File: config.mk
export PLATFORM = sky130hd
export DESIGN_NAME = vram_arbiter
export DESIGN_NICKNAME = d
export VERILOG_FILES = /design/src/rtl/vram_arbiter.sv
export SDC_FILE = /design/constraint.sdc
export NUM_CORES = 1
export LEC_CHECK = 0
export CAP_MARGIN = 40
export CORE_ASPECT_RATIO = 1.2
export CORE_MARGIN = 4
export CORE_UTILIZATION = 42
export DETAILED_ROUTE_END_ITERATION = 12
export PLACE_DENSITY = 0.84
export SKIP_CTS_REPAIR_TIMING = 1
export SLEW_MARGIN = 20
export SYNTH_ARGS = -nofsm -noshare
export SYNTH_HDL_FRONTEND = slang
export SYNTH_SLANG_ARGS = --single-unit
File: constraint.sdc
create_clock -name clk -period 2.7 [get_ports clk]
set_clock_uncertainty 0.05 [all_clocks]
set_input_delay 0.405 -clock clk [delete_from_list [all_inputs] [get_ports clk]]
set_output_delay 0.405 -clock clk [all_outputs]
set_load 0.02 [all_outputs]
File: src/rtl/vram_arbiter.sv
// vram_arbiter: shares one synchronous VRAM between scanout (vid) and draw (drw) requesters and
// owns the frame-synchronous display page. Define VRAM_STARVE_GUARD_EN to build the draw starvation guard.
module vram_arbiter #(
    parameter int ADDR_W     = 15,
    parameter int DATA_W     = 8,
    parameter int PAGE_W     = 2,
    parameter int STARVE_MAX = 4
) (
    input  logic                     clk,
    input  logic                     reset,
    input  logic                     i_vid_req,
    input  logic [ADDR_W-1:0]        i_vid_addr,
    output logic                     o_vid_gnt,
    output logic [DATA_W-1:0]        o_vid_rdata,
    output logic                     o_vid_rvalid,
    input  logic                     i_drw_req,
    input  logic                     i_drw_we,
    input  logic [PAGE_W-1:0]        i_drw_page,
    input  logic [ADDR_W-1:0]        i_drw_addr,
    input  logic [DATA_W-1:0]        i_drw_wdata,
    output logic                     o_drw_gnt,
    output logic [DATA_W-1:0]        o_drw_rdata,
    output logic                     o_drw_rvalid,
    input  logic                     i_disp_page_wr,
    input  logic [PAGE_W-1:0]        i_disp_page_in,
    input  logic                     i_frame_start,
    output logic [PAGE_W-1:0]        o_cur_disp_page,
    output logic [PAGE_W+ADDR_W-1:0] o_mem_addr,
    output logic                     o_mem_we,
    output logic [DATA_W-1:0]        o_mem_wdata,
    input  logic [DATA_W-1:0]        i_mem_rdata
);

    logic              w_force_drw;
    logic              w_vid_hs;
    logic              w_drw_hs;
    logic              r_t1_rd;
    logic              r_t1_drw;
    logic              r_t2_rd;
    logic              r_t2_drw;
    logic [PAGE_W-1:0] r_pending_page;

`ifdef VRAM_STARVE_GUARD_EN
    localparam int CNT_W = (STARVE_MAX < 1) ? 1 : $clog2(STARVE_MAX + 1);

    logic [CNT_W-1:0] r_wait_cnt;

    assign w_force_drw = (r_wait_cnt == CNT_W'(STARVE_MAX));

    // Consecutive denied draw cycles; saturates so force_drw holds until the draw is served.
    always_ff @(posedge clk) begin
        if (!reset) begin
            r_wait_cnt <= '0;
        end else if (!i_drw_req || w_drw_hs) begin
            r_wait_cnt <= '0;
        end else if (!w_force_drw) begin
            r_wait_cnt <= r_wait_cnt + CNT_W'(1);
        end else begin
            r_wait_cnt <= r_wait_cnt;
        end
    end
`else
    logic w_unused_starve_max;

    assign w_force_drw         = 1'b0;
    assign w_unused_starve_max = (STARVE_MAX != 0);
`endif

    assign o_vid_gnt = reset & i_vid_req & ~w_force_drw;
    assign o_drw_gnt = reset & i_drw_req & (~i_vid_req | w_force_drw);
    assign w_vid_hs  = i_vid_req & o_vid_gnt;
    assign w_drw_hs  = i_drw_req & o_drw_gnt;

    // Register the winning access onto the VRAM port; idle cycles only drop the write enable.
    always_ff @(posedge clk) begin
        if (!reset) begin
            o_mem_addr  <= '0;
            o_mem_we    <= 1'b0;
            o_mem_wdata <= '0;
        end else if (w_vid_hs) begin
            o_mem_addr  <= {o_cur_disp_page, i_vid_addr};
            o_mem_we    <= 1'b0;
            o_mem_wdata <= o_mem_wdata;
        end else if (w_drw_hs) begin
            o_mem_addr  <= {i_drw_page, i_drw_addr};
            o_mem_we    <= i_drw_we;
            o_mem_wdata <= i_drw_wdata;
        end else begin
            o_mem_addr  <= o_mem_addr;
            o_mem_we    <= 1'b0;
            o_mem_wdata <= o_mem_wdata;
        end
    end

    // Tag pipeline: stage 1 follows the address cycle, stage 2 lines up with mem_rdata.
    always_ff @(posedge clk) begin
        if (!reset) begin
            r_t1_rd  <= 1'b0;
            r_t1_drw <= 1'b0;
            r_t2_rd  <= 1'b0;
            r_t2_drw <= 1'b0;
        end else begin
            r_t1_rd  <= w_vid_hs | (w_drw_hs & ~i_drw_we);
            r_t1_drw <= w_drw_hs;
            r_t2_rd  <= r_t1_rd;
            r_t2_drw <= r_t1_drw;
        end
    end

    // Route returning read data to its owner with a one-cycle valid strobe.
    always_ff @(posedge clk) begin
        if (!reset) begin
            o_vid_rdata  <= '0;
            o_vid_rvalid <= 1'b0;
            o_drw_rdata  <= '0;
            o_drw_rvalid <= 1'b0;
        end else begin
            o_vid_rvalid <= r_t2_rd & ~r_t2_drw;
            o_drw_rvalid <= r_t2_rd & r_t2_drw;
            o_vid_rdata  <= (r_t2_rd && !r_t2_drw) ? i_mem_rdata : o_vid_rdata;
            o_drw_rdata  <= (r_t2_rd && r_t2_drw) ? i_mem_rdata : o_drw_rdata;
        end
    end

    // Page flips are staged in pending_page and only become visible at frame start.
    always_ff @(posedge clk) begin
        if (!reset) begin
            r_pending_page  <= '0;
            o_cur_disp_page <= '0;
        end else begin
            r_pending_page <= i_disp_page_wr ? i_disp_page_in : r_pending_page;
            if (i_frame_start) begin
                o_cur_disp_page <= i_disp_page_wr ? i_disp_page_in : r_pending_page;
            end else begin
                o_cur_disp_page <= o_cur_disp_page;
            end
        end
    end

endmodule

Yosys cells after proc, flatten, opt, wreduce, memory -nomap -nowiden
Cells that the tools add are included.

word-level totals
  register bits after elaboration = 52
  input bits = 57
  output and inout port bits = 48
  word-level logic and storage cells = 37

cells by class
  multiplexer cells = 3
  bitwise gates (word level) = 15
  reductions and logical operators = 6

operator list
  operator             number
  $mux W17             2
  $and A1 B1 Y1        8
  $not A1 Y1           6
  $reduce_or A3 Y1     1
  $logic_and A1 B1 Y1  2
  $mux W2              1
  $reduce_and A2 Y1    1
  $reduce_bool A2 Y1   1
  $logic_not A1 Y1     1
  $or A1 B1 Y1         1

Logic depth before layout (Yosys ltp)
Gate-level depths: netlist (run 1).

  word-level depth = 5
  gate-level depth with buffers = 5
  depth with buffers taken out = 3

Least setup slack after synthesis (run 1)
Ideal clock, no wire load.

  path type = input to output
  start = input port i_drw_req
  end = output port o_drw_gnt
  arrival time = 1006 ps
  required time = 2245 ps
  path slack = 1239 ps
  cell stages on the path = 4
  path buffers = 2
  cells stage by stage = buf_6 > nor2b_4 > buf_6 > and2_2

between the ends
  word-level cells in the longest chain between the ends = 2

RTL lines
  what                         RTL line  source
  start, declared              16        input logic i_drw_req,
  $and A1 B1 Y1 (2 in series)  70        assign o_drw_gnt = reset & i_drw_req & (~i_vid_req | w_force_drw);
  end, declared                21        output logic o_drw_gnt,

Every way passes these cells.

Final worst setup path (run 1)
  start = input port i_vid_req
  end = output port o_drw_gnt

between the ends
  word-level cells in the longest chain between the ends = 2

RTL lines
  what             RTL line  source
  start, declared  11        input logic i_vid_req,
  $not A1 Y1       70
  $and A1 B1 Y1    70

Every way passes these cells.

==> results by group, run 1 <==
Yosys
  – Multiplexer share of the synthesized area: 13.3%
  – Synthesized area: 2030 um2
  – Synth warn: 0
  – Synth Area in Adders: 0%
  – Synth async-reset ratio: 0%
  – Leading area contributor after synthesis: dfxtp_1
  – #FFs+latches synth: 52
  – Post-synth EDFFs: 0
  – Area share of the largest cell type after synthesis: 51.2%
  – Post-synthesis compound-gate area fraction: 16.9%
  – Area contributors post-synth: dfxtp_1 51%, mux2i_1 13%, nand2_1 4.8%, a21oi_1 4.7%, o21ai_0 4.4%
  – Syn Inst Count: 206
  – Largest family of logic cells by synthesized area: compound AO/OA/AOI/OAI gates
  – Post-synthesis sequential area ratio: 51.2%
  – Synthesized Nets: 263
  – Leading register cell type out of synthesis: dfxtp_1
  – Simple-gate share of the synthesized area: 13.9%
  – Yosys cell types: 23
  – Average size of a mapped cell: 9.88 um2
  – XOR/XNOR Fraction of Synth Area: 0%

Clock tree
  – H-tree depth: 2
  – Root buf cell: clkbuf_8
  – Reg clk slew, reported paths: 100 ps
  – Worst-skew pair later-pin latency: 300 ps
  – Clock buffer depth: 2
  – Total CTS buffers: 5
  – CTS tree: built
  – # clock sinks: 52

Pwr
  – Sw Ratio: 24.5%
  – VDD IR max: 0.403 mV
  – Power per cell area: 520 nW/um2
  – Combinational power share: 18.1%
  – Pint: 1.26 mW
  – Switching power: 0.408 mW
  – Clock Power Share: 32.4%
  – Lkg Pwr: 1.25 nW
  – Seq pwr share: 49.6%

GRT
  – Vias in the first global route: 1,706
  – Initial antenna violation count: 0
  – Global route overflow: 0
  – First-pass GRT wire length: 7.93 mm
  – Largest net degree at the start of global routing: 38
  – GRT Util Overall: 16.3%

Route
  – DR vias/cell: 4.83
  – Average wire per standard cell: 13.5 um
  – Post-route ant nets: 0
  – Remaining DRCs: 0
  – DR iter-0 viols: 113
  – Via count: 1,762
  – Detailed-route wire length: 4.94 mm
  – Pre-Repair DR Iteration Count: 4

Hold path
  – HP Class: reg -> reg

STA
  – Highest achievable clock rate: 0.449 GHz
  – Post-route setup TNS: 0 ps
  – Final setup vio count: 0
  – Fin crit period: 2230 ps
  – Fin. max-slew vios: 0
  – RSZ-0062 raised after global routing: no
  – Period utilization: 82.4%
  – Final Hold Fails: 0
  – Slew headroom: 63.2%
  – Worst slew pin tran: 552 ps

Floorplan
  – Die Footprint: 6030 um2
  – Die Wd: 71.5 um
  – Die H: 84.2 um
  – Core area: 4630 um2
  – Initial Util: 44.0%
  – I/O pin count: 105
  – Rows: 27

Worst setup path
  – Worst-path fanout max: 4
  – Critical Path RT: 2250 ps
  – CP Class: in -> out
  – Critical Path AT: 1770 ps
  – Worst setup EP type: output port
  – Critical path launch point type: input port

Outcome
  – Status: completed

Cells and area
  – Final core utilization: 69.2%
  – NumNets Final: 363
  – Antenna Cells: 0
  – Ratio of cells with drive above 1 in the final layout: 7.49%
  – Area growth syn-to-layout: 57.4%
  – Finished Cell Area: 3200 um2

Flow run
  – Max_cap viols: 0

Placed design
  – Detail Placement HPWL: 3.69 mm
  – Port-buffer cells: 104
  – Final Wtd Congestion: 0.754
  – Area post-placement: 3090 um2
[flip-flops by register name, summed over array words and instances, names as in the netlist, 2 cells and up]
| signal | flops |
|---|---|
| o_mem_addr | 17 |
| r_pending_page | 2 |
| o_drw_rdata | 8 |
| o_mem_wdata | 8 |
| o_cur_disp_page | 2 |
| o_vid_rdata | 8 |
[area by class of cell]
type                    instances  area, um2
repair buffers                108       1070
well taps                      58       72.6
flip-flops and latches         52       1040
fillers                       388       1430
clock inverters                 3       47.5
inverters                       1       3.75
multi-input cells             138        897
clock buffers                   5       68.8
[cells in the mapped netlist, types with 3 or more instances]
cell and instances:
dfxtp_1 52, mux2i_1 27, nand2_1 26, a21oi_1 19, o21ai_0 18, a21boi_0 10
nor2b_1 10, clkbuf_1 8, nand3_1 8, a21boi_2 7, and2_1 3, nand2b_1 3
[critical path, stage by stage]
cell	delay, ps
clkdlybuf4s50_1	500
nor2b_4	140
and2_2	130
clkdlybuf4s50_1	590
[per-layer routing]
| metal | GRT usage (%) | vias to the layer above | share of wire, % |
|---|---|---|---|
| li1 | - | 898 | - |
| met1 | 17.3 | 794 | 38 |
| met2 | 29.7 | 63 | 51 |
| met3 | 5.15 | 7 | 8.8 |
| met4 | 5.64 | 0 | 1.6 |
| met5 | 0 | - | 0 |
[worst paths after layout]
| path | slack (ps) | from | endpoint | cells after the start |
|---|---|---|---|---|
| setup / recovery | 470 | i_vid_req | o_drw_gnt | 4 |
| hold / removal | 380 | r_t1_rd | r_t2_rd | 1 |
| setup reg to reg | 1150 | r_t2_drw | o_vid_rdata[2] | 3 |
| hold reg to reg | 380 | r_t1_rd | r_t2_rd | 1 |
[cells by family after synthesis]
kind of cell,count (synthesis)
multiplexers,27
AO/OA/AOI/OAI,55
buffers and inverters,16
AND/OR/NAND/NOR,56
flip-flops,52
[cells in the final DEF, fill, tap and decap left out]
cell,count
nand3_1,8
bufinv_16,1
o21ai_1,1
o21ai_0,18
and2_1,3
nor2b_1,10
and3_1,2
clkbuf_8,5
nor2_1,1
clkdlybuf4s50_1,104
buf_4,4
dfxtp_1,52
a21boi_0,10
inv_2,1
and2_2,2
a21oi_1,19
a21boi_2,7
nand2b_1,3
clkinv_4,2
nand2_1,26
nor2b_4,1
mux2i_1,27
[power by group through the flow]
stage / Clock (mW) / Sequential, mW / Combinational, mW
6_report: 0.540 / 0.825 / 0.301
5_1_grt: 0.583 / 0.831 / 0.323
4_1_cts: 0.556 / 0.826 / 0.304
3_5_place_dp: 0 / 0.843 / 0.303
3_3_place_gp: 0 / 0.841 / 0.300
2_1_floorplan: 0 / 0.880 / 0.0993
[metrics by stage]
step                      power [mW]  hold slack [ps]  instances  setup WS (ps)
after CTS                       1.69              391        365            468
after global placement          1.14              367        357            489
final                           1.67              384        365            475
after global routing            1.74              399        365            435
after floorplan                0.979              362        206           1240
after detailed placement        1.15              373        357            468
Note: power is estimated with default switching activity, not from simulation.
==> run 2: changes to the inputs <==
- CORE_UTILIZATION: 42 -> 35
- PLACE_DENSITY: 0.84 -> 0.75
- clock period: 2.7 -> 2 ns (I/O delays scaled with it)
==> run 2 against run 1 <==
Critical path depth decreased by 1. Sequential power is 35% higher. Worst setup slack worse by 420 ps. Sequential cell count did not move. Non-clock buffer count rose by 3. First-iteration DRC count decreased by 63%. Clock power rose by 44%. Sequential share of layout area down 0.62 points. Via count is 0.40% higher. Highest routed layer unchanged.
==> results by group, run 2 (same netlist as run 1, synthesis figures left out) <==
Worst setup path
  – CP max stage cell: clkdlybuf4s50_1 (unchanged)
  – Cell family with most CP delay: buffers and inverters (unchanged)
  – Critical Path AT: 1590 ps (was 1770 ps)
  – RR Endpoint: o_vid_rdata[4] (was o_vid_rdata[2])
  – Reg-to-reg setup timing slack: 650 ps (was 1150 ps)
  – Worst-path cell chain: clkdlybuf4s50_1, and2_1, clkdlybuf4s50_1 (was clkdlybuf4s50_1, nor2b_4, and2_2, clkdlybuf4s50_1)
  – Crit-path most repeated cell: clkdlybuf4s50_1 (unchanged)
  – Worst setup EP type: output port (unchanged)
  – Critical R2R Launch: r_t2_rd (was r_t2_drw)
  – Worst Reg2Reg Path Length in Cells: 4 (was 3)
  – CP Class: in -> out (unchanged)
  – Critical Path RT: 1650 ps (was 2250 ps)
  – Largest stage delay, worst path: 600 ps (was 590 ps)
  – Worst-path fanout max: 3 (was 4)
  – Critical path launch point type: input port (unchanged)
  – CP bufs+invs: 2 (unchanged)

Pwr
  – Sw Ratio: 23.3% (was 24.5%)
  – Pint: 1.77 mW (was 1.26 mW)
  – Lkg Pwr: 1.29 nW (was 1.25 nW)
  – Power per cell area: 705 nW/um2 (was 520 nW/um2)
  – VDD IR max: 0.398 mV (was 0.403 mV)
  – Seq pwr share: 48.2% (was 49.6%)
  – Switching power: 0.536 mW (was 0.408 mW)
  – Combinational power share: 18.0% (was 18.1%)
  – Clock Power Share: 33.8% (was 32.4%)

Cells and area
  – Most frequent cells in the layout: 103 x clkdlybuf4s50_1, 52 x dfxtp_1, 27 x mux2i_1, 26 x nand2_1, 19 x a21oi_1 (was 104 x clkdlybuf4s50_1, 52 x dfxtp_1, 27 x mux2i_1, 26 x nand2_1, 19 x a21oi_1)
  – NumNets Final: 366 (was 363)
  – Ratio of cells with drive above 1 in the final layout: 8.39% (was 7.49%)
  – Largest register FFs: 17 (unchanged)
  – Finished Layout Cells: 390 (was 365)
  – Reg with most FFs: o_mem_addr (unchanged)
  – Antenna Cells: 0 (unchanged)
  – Area growth syn-to-layout: 60.5% (was 57.4%)
  – Most common cell after layout, fill and taps aside: clkdlybuf4s50_1 (unchanged)

Floorplan
  – Core area: 5670 um2 (was 4630 um2)
  – Die Wd: 77.6 um (was 71.5 um)
  – Die Footprint: 7100 um2 (was 6030 um2)
  – I/O pin count: 105 (unchanged)
  – Initial Util: 35.9% (was 44.0%)
  – Die H: 91.5 um (was 84.2 um)
  – Rows: 30 (was 27)

Clock tree
  – CTS tree: built (unchanged)
  – Root buf cell: clkbuf_8 (unchanged)
  – Clock buffer depth: 2 (unchanged)
  – Total CTS buffers: 5 (unchanged)
  – # clock sinks: 52 (unchanged)
  – H-tree depth: 2 (unchanged)
  – Worst-skew pair later-pin latency: 300 ps (about the same)
  – Reg clk slew, reported paths: 90 ps (was 100 ps)

Placed design
  – Placed Cells incl. Taps: 382 (was 357)
  – Final Wtd Congestion: 0.697 (was 0.754)
  – Detail Placement HPWL: 3.72 mm (was 3.69 mm)
  – Port-buffer cells: 104 (unchanged)

GRT
  – First-pass GRT wire length: 7.84 mm (was 7.93 mm)
  – GRT Util Overall: 13.7% (was 16.3%)
  – Initial antenna violation count: 0 (unchanged)
  – Vias in the first global route: 1,756 (was 1,706)
  – Global route overflow: 0 (unchanged)
  – Largest net degree at the start of global routing: 39 (was 38)

Route
  – Via count: 1,769 (was 1,762)
  – DR iter-0 viols: 42 (was 113)
  – Detailed-route wire length: 4.96 mm (was 4.94 mm)
  – Post-route ant nets: 0 (unchanged)
  – Remaining DRCs: 0 (unchanged)
  – Average wire per standard cell: 12.7 um (was 13.5 um)
  – Pre-Repair DR Iteration Count: 3 (was 4)
  – DR vias/cell: 4.54 (was 4.83)

STA
  – Final setup vio count: 0 (unchanged)
  – Slew headroom: 64.9% (was 63.2%)
  – Period utilization: 97.0%
  – Highest achievable clock rate: 0.515 GHz
  – Fin. max-slew vios: 0 (unchanged)
  – RSZ-0062 raised after global routing: no (unchanged)
  – WHS: 383 ps (was 384 ps)
  – Worst slew pin tran: 527 ps (was 552 ps)
  – Fin crit period: 1940 ps
  – Final Hold Fails: 0 (unchanged)

Hold path
  – Hold path depth: 1 (unchanged)
  – Hold Crit Start: r_t1_rd (unchanged)
  – HP Class: reg -> reg (unchanged)
  – Min-Delay Endpoint: r_t2_rd (unchanged)

Flow run
  – Max_cap viols: 0 (unchanged)

Outcome
  – Status: completed (unchanged)
run 2: cell types whose count changed in the layout (fill, tap and decap cells not counted):
cell,previous run,this run
buf_4,4,7
clkbuf_8,5,7
clkdlybuf4s50_1,104,103
clkinv_4,2,0
dlymetal6s2s_1,0,1
run 2: per-stage QoR:
| stage | total power [mW] | utilization [%] | setup slack, ps | setup TNS [ps] | area [um2] |
|---|---|---|---|---|---|
| 3_5_place_dp | 1.55 | 55.3 | -7.14 | -7.14 | 3140 |
| 5_1_grt | 2.41 | 57.6 | 22.5 | 0 | 3260 |
| 2_1_floorplan | 1.32 | - | 749 | 0 | 2030 |
| 3_3_place_gp | 1.55 | 55.3 | 11.1 | 0 | 3140 |
| 6_report | 2.30 | 57.6 | 59.5 | 0 | 3260 |
| 4_1_cts | 2.33 | 57.5 | -7.12 | -7.12 | 3260 |
run 2: worst max path at each step:
stage / end / slack [ps] / cells after the start / startpoint
after global routing: o_vid_gnt / 20 / 3 / i_vid_req
after CTS: o_drw_gnt / -7 / 4 / i_drw_req
after floorplan: o_drw_gnt / 750 / 4 / i_drw_req
after detailed placement: o_drw_gnt / -7 / 4 / i_drw_req
final: o_vid_gnt / 60 / 3 / i_vid_req
after global placement: o_drw_gnt / 10 / 4 / i_drw_req
run 2: final cells by class:
class | instances | area, um2
fill | 504 | 2400
timing repair buffer | 111 | 1100
sequential | 52 | 1040
multi-input combinational | 138 | 897
tap | 80 | 100
clock buffer | 7 | 96.3
clock inverter | 1 | 30.0
inverter | 1 | 3.75
run 2: layer usage:
| metal | routed length, um | track usage [%] | part of all wire, % |
|---|---|---|---|
| met1 | 2010 | 14.1 | 40 |
| met2 | 2450 | 24.4 | 49 |
| met3 | 453 | 6.85 | 9.1 |
| met4 | 51 | 3.56 | 1.0 |
| met5 | 0 | 0 | 0 |
run 2: power groups by stage:
stage / clock, mW / sequential (mW) / combinational (mW)
6_report: 0.779 / 1.11 / 0.414
5_1_grt: 0.847 / 1.12 / 0.446
4_1_cts: 0.802 / 1.11 / 0.421
3_5_place_dp: 0 / 1.13 / 0.419
3_3_place_gp: 0 / 1.13 / 0.416
2_1_floorplan: 0 / 1.19 / 0.134
run 2: worst register-to-register path, stage by stage (launching register included):
cell      delay (ps)
dfxtp_1          310
buf_4            170
nand2b_1         400
mux2i_1          260
nor2b_1           60
==> run 3: changes to the inputs <==
- CORE_ASPECT_RATIO: 1.2 -> default
- CTS_CLUSTER_DIAMETER: default -> 120
==> run 3 against run 2 <==
Sequential cell count is the same. Hold slack gained 15 ps. Die area is essentially flat. Critical path depth is the same. Utilization grew 1.2 points. Cell count shrank 2.1%. Fmax grew 0.76%.
==> results by group, run 3 (same netlist as run 1, synthesis figures left out) <==
Outcome
  – Status: completed (unchanged)

STA
  – Slew headroom: 65.2% (was 64.9%)
  – WHS: 398 ps (was 383 ps)
  – Highest achievable clock rate: 0.519 GHz (was 0.515 GHz)
  – Final setup vio count: 0 (unchanged)
  – Post-route setup TNS: 0 ps (unchanged)
  – Final Hold Fails: 0 (unchanged)
  – RSZ-0062 raised after global routing: no (unchanged)
  – Period utilization: 96.3% (was 97.0%)
  – Worst slew pin tran: 522 ps (was 527 ps)
  – Fin. max-slew vios: 0 (unchanged)
  – Fin crit period: 1930 ps (was 1940 ps)

GRT
  – First-pass GRT wire length: 8.00 mm (was 7.84 mm)
  – Initial antenna violation count: 0 (unchanged)
  – GRT Util Overall: 13.8% (was 13.7%)
  – Vias in the first global route: 1,755 (was 1,756)
  – Global route overflow: 0 (unchanged)
  – Largest net degree at the start of global routing: 37 (was 39)

Floorplan
  – Die H: 84.2 um (was 91.5 um)
  – Die Wd: 84.2 um (was 77.6 um)
  – Rows: 27 (was 30)
  – I/O pin count: 105 (unchanged)
  – Core area: 5570 um2 (was 5670 um2)
  – Initial Util: 36.5% (was 35.9%)
  – Die Footprint: 7100 um2 (about the same)

Route
  – Remaining DRCs: 0 (unchanged)
  – Pre-Repair DR Iteration Count: 4 (was 3)
  – Detailed-route wire length: 5.05 mm (was 4.96 mm)
  – DR iter-0 viols: 89 (was 42)
  – Post-route ant nets: 0 (unchanged)
  – Via count: 1,775 (was 1,769)
  – DR vias/cell: 4.65 (was 4.54)
  – Average wire per standard cell: 13.2 um (was 12.7 um)

Cells and area
  – NumNets Final: 367 (was 366)
  – Most frequent cells in the layout: 103 x clkdlybuf4s50_1, 52 x dfxtp_1, 27 x mux2i_1, 26 x nand2_1, 19 x a21oi_1 (unchanged)
  – Reg with most FFs: o_mem_addr (unchanged)
  – Ratio of cells with drive above 1 in the final layout: 8.39% (unchanged)
  – Most common cell after layout, fill and taps aside: clkdlybuf4s50_1 (unchanged)
  – Largest register FFs: 17 (unchanged)
  – Area growth syn-to-layout: 61.1% (was 60.5%)
  – Antenna Cells: 0 (unchanged)

Pwr
  – Lkg Pwr: 1.30 nW (was 1.29 nW)
  – Power per cell area: 717 nW/um2 (was 705 nW/um2)
  – VDD IR max: 0.332 mV (was 0.398 mV)

Hold path
  – HP Class: reg -> reg (unchanged)

Clock tree
  – Root buf cell: clkbuf_8 (unchanged)
  – Clock buffer depth: 2 (unchanged)
  – CTS tree: built (unchanged)
  – # clock sinks: 52 (unchanged)
  – Total CTS buffers: 5 (unchanged)
  – Reg clk slew, reported paths: 90 ps (about the same)
  – H-tree depth: 2 (unchanged)
  – Worst-skew pair later-pin latency: 290 ps (was 300 ps)

Worst setup path
  – Worst-path fanout max: 3 (unchanged)
  – Largest stage delay, worst path: 590 ps (was 600 ps)
  – Critical Path RT: 1650 ps (about the same)
  – Critical Path AT: 1580 ps (was 1590 ps)
  – Worst-path cell chain: clkdlybuf4s50_1, and2_1, clkdlybuf4s50_1 (unchanged)
  – CP bufs+invs: 2 (unchanged)
  – Critical path launch point type: input port (unchanged)
  – Crit-path most repeated cell: clkdlybuf4s50_1 (unchanged)
  – CP max stage cell: clkdlybuf4s50_1 (unchanged)
  – Cell family with most CP delay: buffers and inverters (unchanged)
  – Worst setup EP type: output port (unchanged)
  – CP Class: in -> out (unchanged)

Placed design
  – Port-buffer cells: 104 (unchanged)
  – Final Wtd Congestion: 0.737 (was 0.697)
  – Detail Placement HPWL: 3.84 mm (was 3.72 mm)

Flow run
  – Max_cap viols: 0 (unchanged)
[run 3: changes by cell type in the layout (fill, tap and decap cells not counted), sizes merged]
cell    before  now
clkbuf       7    5
buf          7    8
bufinv       1    2
[run 3: cell type report]
class                           count  area, um2
Multi-Input combinational cell    138        897
Timing Repair Buffer              112       1120
Inverter                            1       3.75
Tap cell                           72       90.1
Clock buffer                        5       68.8
Clock inverter                      2       60.1
Sequential cell                    52       1040
Fill cell                         492       2300
[run 3: worst paths after layout]
check             cells past startpoint        endpoint  slack [ps]       from
setup / recovery                      3       o_vid_gnt          70  i_vid_req
hold / removal                        1         r_t2_rd         400    r_t1_rd
setup reg to reg                      3  o_vid_rdata[0]         780   r_t2_drw
hold reg to reg                       1         r_t2_rd         400    r_t1_rd
[run 3: where the power goes]
part           switching (mW)  total (mW)  internal (mW)
clock network           0.327       0.819          0.492
logic                   0.177       0.419          0.242
registers              0.0241        1.11           1.09
total                   0.528        2.35           1.82
[run 3: layer usage]
metal  vias to the layer above  track usage [%]  wire [um]
li1                        905                -          -
met1                       798             15.1       2110
met3                         2             5.89        536
met2                        70             23.8       2380
met4                         0             4.82         24
met5                         -                0          0
[run 3: per-stage QoR]
| step | worst slack [ps] | std cells | power [mW] | cell area [um2] | utilization, % |
|---|---|---|---|---|---|
| after floorplan | 749 | 206 | 1.32 | 2030 | - |
| after detailed placement | 1.51 | 375 | 1.56 | 3150 | 56.4 |
| after global placement | 14.8 | 375 | 1.55 | 3150 | 56.4 |
| after global routing | 42.4 | 382 | 2.45 | 3280 | 58.8 |
| after CTS | 1.62 | 382 | 2.38 | 3270 | 58.7 |
| final | 74.2 | 382 | 2.35 | 3280 | 58.8 |
